<file path="src/rtl/rgb_pkg.sv">
// Shared types and helpers for the RGB PWM LED driver: colour triple,
// full-scale constant and the squared-intensity gamma curve.
package rgb_pkg;

  localparam int PWM_W = 8;
  localparam logic [PWM_W-1:0] PWM_MAX = '1;

  typedef struct packed {
    logic [PWM_W-1:0] r;
    logic [PWM_W-1:0] g;
    logic [PWM_W-1:0] b;
  } rgb_t;

  // (d*d + PWM_MAX) >> PWM_W keeps 0 and full scale fixed and never rounds 1 down to 0
  function automatic logic [PWM_W-1:0] gamma(input logic [PWM_W-1:0] d);
    logic [2*PWM_W-1:0] dx;
    logic [2*PWM_W-1:0] sq;
    dx = {{PWM_W{1'b0}}, d};
    sq = dx * dx + {{PWM_W{1'b0}}, PWM_MAX};
    return sq[2*PWM_W-1:PWM_W];
  endfunction

endpackage

</file>
<file path="src/rtl/rgb_pwm_channel.sv">
// One PWM output: compares the shared frame counter against this channel's
// duty and drives a registered active-low LED pin.
module rgb_pwm_channel #(
  parameter int PWM_BITS = 8
) (
  input  logic                clk,
  input  logic                rst,
  input  logic [PWM_BITS-1:0] pwm_cnt,
  input  logic [PWM_BITS-1:0] duty,
  output logic                pin
);

  logic on_p0;

  assign on_p0 = (pwm_cnt < duty);

  // p0 -> p1: registered pin, dark while in reset
  always_ff @(posedge clk) begin
    if (rst) pin <= 1'b1;
    else     pin <= ~on_p0;
  end

endmodule

</file>
<file path="src/rtl/rgb_pwm_driver.sv">
// Three-channel PWM LED driver with a one-deep colour mailbox applied at frame
// boundaries. Define RGB_PWM_GAMMA_EN to square-law correct captured colours.
module rgb_pwm_driver
  import rgb_pkg::*;
#(
  parameter int PRESCALE = 47,
  parameter int PWM_BITS = PWM_W
) (
  input  logic                clk,
  input  logic                rst,
  input  logic                i_valid,
  output logic                o_ready,
  input  logic [PWM_BITS-1:0] i_red,
  input  logic [PWM_BITS-1:0] i_green,
  input  logic [PWM_BITS-1:0] i_blue,
  output logic                RGB_R,
  output logic                RGB_G,
  output logic                RGB_B,
  output logic                o_frame
);

  localparam int PS_W = (PRESCALE > 0) ? $clog2(PRESCALE + 1) : 1;

  logic [PS_W-1:0]     presc;
  logic                tick;
  logic [PWM_BITS-1:0] pwm_cnt;
  logic                frame_edge;
  logic                xfer;
  logic                pend_full;
  rgb_t                cap;
  rgb_t                pend;
  rgb_t                duty_p0;

  assign tick       = (presc == PS_W'(PRESCALE));
  assign frame_edge = tick && (pwm_cnt == PWM_MAX);
  assign o_ready    = ~pend_full & ~rst;
  assign xfer       = i_valid & o_ready;

  always_ff @(posedge clk) begin
    if (rst || tick) presc <= '0;
    else             presc <= presc + 1'b1;
  end

  always_ff @(posedge clk) begin
    if (rst)       pwm_cnt <= '0;
    else if (tick) pwm_cnt <= pwm_cnt + 1'b1;
  end

  always_comb begin
    cap = '0;
`ifdef RGB_PWM_GAMMA_EN
    cap.r = gamma(i_red);
    cap.g = gamma(i_green);
    cap.b = gamma(i_blue);
`else
    cap.r = i_red;
    cap.g = i_green;
    cap.b = i_blue;
`endif
  end

  // Mailbox data needs no reset: it is only consumed while pend_full is set
  always_ff @(posedge clk) begin
    if (xfer) pend <= cap;
  end

  // Pending only drains on a boundary and only fills while empty, so a
  // request landing on the boundary cycle waits for the next one
  always_ff @(posedge clk) begin
    if (rst) begin
      pend_full <= 1'b0;
      duty_p0   <= '0;
      o_frame   <= 1'b0;
    end else begin
      o_frame <= frame_edge;
      if (frame_edge && pend_full) begin
        duty_p0   <= pend;
        pend_full <= 1'b0;
      end
      if (xfer) pend_full <= 1'b1;
    end
  end

  rgb_pwm_channel #(.PWM_BITS(PWM_BITS)) u_red (
    .clk     (clk),
    .rst     (rst),
    .pwm_cnt (pwm_cnt),
    .duty    (duty_p0.r),
    .pin     (RGB_R)
  );

  rgb_pwm_channel #(.PWM_BITS(PWM_BITS)) u_green (
    .clk     (clk),
    .rst     (rst),
    .pwm_cnt (pwm_cnt),
    .duty    (duty_p0.g),
    .pin     (RGB_G)
  );

  rgb_pwm_channel #(.PWM_BITS(PWM_BITS)) u_blue (
    .clk     (clk),
    .rst     (rst),
    .pwm_cnt (pwm_cnt),
    .duty    (duty_p0.b),
    .pin     (RGB_B)
  );

endmodule

</file>
<file path="config.mk">
export PLATFORM = sky130hd
export DESIGN_NAME = rgb_pwm_driver
export DESIGN_NICKNAME = d
export VERILOG_FILES = /design/src/rtl/rgb_pkg.sv /design/src/rtl/rgb_pwm_channel.sv /design/src/rtl/rgb_pwm_driver.sv
export SDC_FILE = /design/constraint.sdc
export NUM_CORES = 1
export LEC_CHECK = 0
export ABC_AREA = 0
export CAP_MARGIN = 25
export CORE_MARGIN = 1.5
export CORE_UTILIZATION = 55
export DETAILED_ROUTE_END_ITERATION = 6
export PLACE_DENSITY = 0.87
export SLEW_MARGIN = 10
export SYNTH_ARGS = -nofsm -noshare
export SYNTH_HDL_FRONTEND = slang
export SYNTH_SLANG_ARGS = --single-unit
</file>
<file path="constraint.sdc">
create_clock -name clk -period 2 [get_ports clk]
set_clock_uncertainty 0.05 [all_clocks]
set_input_delay 0.4 -clock clk [delete_from_list [all_inputs] [get_ports clk]]
set_output_delay 0.4 -clock clk [all_outputs]
set_load 0.05 [all_outputs]
</file>
* Word level (Yosys, flattened, before mapping) *
Index checks and enable logic that the tools add are counted.

word-level totals
  bits in registers = 67
  input port bits = 27
  word-level logic and storage cells = 33

cells by class
  eq/ne operators = 2
  bitwise operators = 7
  add/subtract/negate cells = 2
  multiplexer cells = 2
  magnitude comparators = 3
  reduce and logical (&&, ||, !) cells = 4

operator list
  cell                 number
  $lt 8x8->1           3
  $add 8x1->8 const B  1
  $eq 8x8->1 const B   1
  $add 6x1->6 const B  1
  $eq 6x6->1 const B   1
  $not 1->1            5
  $and 1x1->1          2
  $logic_and 1x1->1    2
  $mux 1               2
  $reduce_bool 2->1    1
  $logic_or 1x1->1     1

* Longest topological paths before layout *
  depth in word-level cells = 5
  mapped depth = 5

* Cells and area by module *
A second synthesis with hierarchy kept.

second synthesis, totals
  cells, all modules = 279
  area, all modules = 3105.5 um^2

by module, submodules not included
  module           instances  seq. area each (um^2)  cells each  area an instance (um^2)
  rgb_pwm_driver   1          1521.5                 207         2512.4
  rgb_pwm_channel  3          20.0                   24          197.7

* Worst setup path before layout *
Ideal clock, no wire load.

  kind = input port to flip-flop
  from = input rst
  to = register pend[0] (netlist name), enable pin
  setup time = 383 ps
  data arrival time = 2014 ps
  data required time = 1567 ps
  cell stages on the path = 3
  path slack = -446 ps
  buffers on the path = 1
  cell sequence = clkbuf_1 -> nor2_1 -> and2_1

between the ends
  word-level cells in the longest chain between the ends = 3

RTL lines
  element                 RTL line              source
  start: declaration      rgb_pwm_driver.sv:10  input logic rst,
  $not 1->1               rgb_pwm_driver.sv:36  assign o_ready = ~pend_full & ~rst;
  $and 1x1->1             rgb_pwm_driver.sv:36
  net o_ready             rgb_pwm_driver.sv:12  output logic o_ready,
  $and 1x1->1             rgb_pwm_driver.sv:37  assign xfer = i_valid & o_ready;
  net xfer                rgb_pwm_driver.sv:28  logic xfer;
  end signal: assignment  rgb_pwm_driver.sv:64  if (xfer) pend <= cap;
  end: declaration        rgb_pwm_driver.sv:31  rgb_t pend;

The timed path passes the listed nets, and every way through them passes these cells.
A chain may end at the register's enable or synchronous reset.

* Final worst setup path *
  from = register u_green.pin
  to = output RGB_G

RTL lines
  element                   RTL line               source
  start: declaration        rgb_pwm_channel.sv:10  output logic pin
  start signal: assignment  rgb_pwm_channel.sv:20  else pin <= ~on_p0;
  end: declaration          rgb_pwm_driver.sv:17   output logic RGB_G,

No word-level cell between the ends.

==> qor.yml <==
status: "completed"
clk_path_buf_depth: 2
cp_top_family: "buffers and inverters"
hpwl_um: 3720
sw_frac_of_total: 0.210
cts_hold_buf: 0
power.internal_mw: 1.97
syn_inst: 280
insertion_delay_ns: 0.34
switchingPower_mw: 0.524
startpoint_type: "flop"
fp.dieH_um: 78.2
cts_root_buf: "clkbuf_8"
p_total_mw: 2.50
synthesis.area_mm2: 0.00311
ys_warn_count: 0
routed_wl_um: 5410
num_io_pins: 32
htreeDepth: 3
track_usage: 0.202
slew_headroom: 0.673
crit_type: "flop to output pin"
yosysSeqAreaShare: 0.509
worstPathArrival_ns: 1.47
final_cell_mix: "nand2b_1 (50), dfxtp_1 (43), clkdlybuf4s50_1 (30), mux2i_1 (25)"
grt_max_degree: 70
p_per_area_mw_per_mm2: 670
drive_above_1_share: 0.0736
port_buffers: 31
final_common_cell: "nand2b_1"
fillers: 446
slowest_stage: "clkdlybuf4s50_1"
peakVddDrop_uv: 442
place_congestion: 0.800
drt-vias-per-instance: 5.39
fmax_mhz: 522
met1_length_um: 2520
comb_power_share: 0.056
syn_avg_cell_area_um2: 11.1
diodes: 0
crit_path_end_kind: "output pin"
clkTransAtPathRegs_ns: 0.06
top_layer: "met4"
tns_ns: 0
hp-class: "flop to flop"
initial_utilization: 0.568
max-cap-violations: 0
p_clk_frac: 0.363
hold_start: "presc[0]"
rsz0062_at_grt: "no"
cts.sink_count: 67
drtIter0Drc: 143
core_mm2: 0.00547
grt_first_pass_wirelength_um: 9210
seq_power_share: 0.581
post-cts-setup-buffer-count: 0
grt_remaining_overflow: 0
dr.pass1.iters: 4
worst_r2r_startpoint: "presc[0]"
cts-resized-gates: 0
area_growth_pct: 19.8
syn_nets: 330
setup_viol: 0
fin_crit_ns: 1.92
wl_met3_um: 238
cts_tree: "done"
cpPeakStageDelay_ns: 0.80
num_vias: 2145
row_count: 27
hold_violations: 0
wl_met2_um: 2560
layout.nets: 371
crit_chain: "clkdlybuf4s50_1"
numCtsBuffers: 9
drc: 0
yosysUniqueCellTypes: 33
synth-seq-cells: 67
required_ns: 1.55
worst-path-buf-inv: 1
cp_max_fo: 1
die_area_mm2: 0.00611
die-width_um: 78.2
grt_pass1_vias: 1975
cp-startpoint: "u_green.pin"
timing.final.crit_share: 0.959
ant_nets: 0
p_leak_nw: 1.31
antenna_found_initial: 0
wire_per_inst_um: 13.6
drv_slew: 0
max_slew.worst_pin.slew_ns: 0.489
==> metrics by stage <==
step                hold WS [ns]  std cells   util  instance area (µm²)  setup slack [ns]
floorplan                  0.382        280      -                 3110            0.0410
global placement           0.394        382  0.653                 3580             0.204
detailed placement         0.408        382  0.653                 3580             0.201
CTS                        0.416        398  0.681                 3730            0.0598
global route               0.443        398  0.681                 3730            0.0223
finish                     0.413        398  0.681                 3730            0.0825
==> registers in the layout (all words and copies together), names as in the netlist <==
signal and cells:
pwm_cnt 8, duty_p0 24, u_blue.pin 1, presc 6, u_green.pin 1, u_red.pin 1, o_frame 1, pend_full 1
pend 24
==> final cells by class <==
cell class,count,area [µm²],area share
clock buffer,15,146,0.0393
clock inverter,1,3.75,0.00101
inverter,24,90.1,0.0242
multi-input combinational,179,1390,0.373
sequential,67,1580,0.424
tap,72,90.1,0.0242
timing repair buffer,40,425,0.114
==> cell usage after synthesis <==
cell type | number | area (µm²)
nand2b_1 | 50 | 313
dfxtp_1 | 43 | 861
mux2i_1 | 25 | 250
edfxtp_1 | 24 | 721
inv_1 | 24 | 90.1
ha_1 | 23 | 288
a21oi_1 | 9 | 45.0
o21ai_0 | 9 | 45.0
clkbuf_1 | 7 | 26.3
a211oi_1 | 6 | 45.0
nor2_1 | 5 | 18.8
or3_1 | 5 | 31.3
nand2_1 | 4 | 15.0
nor3_1 | 4 | 20.0
nor3b_1 | 4 | 30.0
a21o_1 | 3 | 22.5
nand3_1 | 3 | 15.0
nand4_1 | 3 | 18.8
nor2b_1 | 3 | 18.8
o2111ai_1 | 3 | 26.3
o211ai_1 | 3 | 22.5
o21a_1 | 3 | 22.5
o31ai_1 | 3 | 22.5
or4_1 | 3 | 22.5
buf_6 | 2 | 22.5
xnor2_1 | 2 | 17.5
and2_1 | 1 | 6.26
buf_1 | 1 | 3.75
mux2_2 | 1 | 11.3
nand4_4 | 1 | 21.3
nand4b_1 | 1 | 8.76
nor4_1 | 1 | 6.26
nor4_4 | 1 | 21.3
==> metal layers <==
layer,up-vias,global-route usage
met4,0,0.0893
li1,1065,-
met2,46,0.312
met3,10,0.0640
met1,1024,0.259
met5,-,0
==> cells by family after synthesis <==
kind of cell | share of synthesized area
buffers and inverters | 0.0459
multiplexers | 0.0841
adder cells (fa/ha/maj) | 0.0926
AO/OA/AOI/OAI | 0.0809
AND/OR/NAND/NOR | 0.182
flip-flops | 0.509
XOR/XNOR | 0.00563
==> power groups by stage <==
stage / logic (mW) / clock network [mW] / registers (mW)
2_1_floorplan: 0.0612 / 0 / 1.48
3_3_place_gp: 0.136 / 0 / 1.48
3_5_place_dp: 0.140 / 0 / 1.48
4_1_cts: 0.141 / 0.937 / 1.45
5_1_grt: 0.150 / 1.01 / 1.45
6_report: 0.139 / 0.907 / 1.45
==> worst paths after layout <==
kind | end | slack [ns] | depth (start not counted)
worst min register to register | presc[0] | 0.41 | 1
worst max register to register | duty_p0[2] | 0.20 | 5
worst max-delay path | RGB_G | 0.08 | 1
worst min-delay path | presc[0] | 0.41 | 1
(Power assumes the default switching activity.)
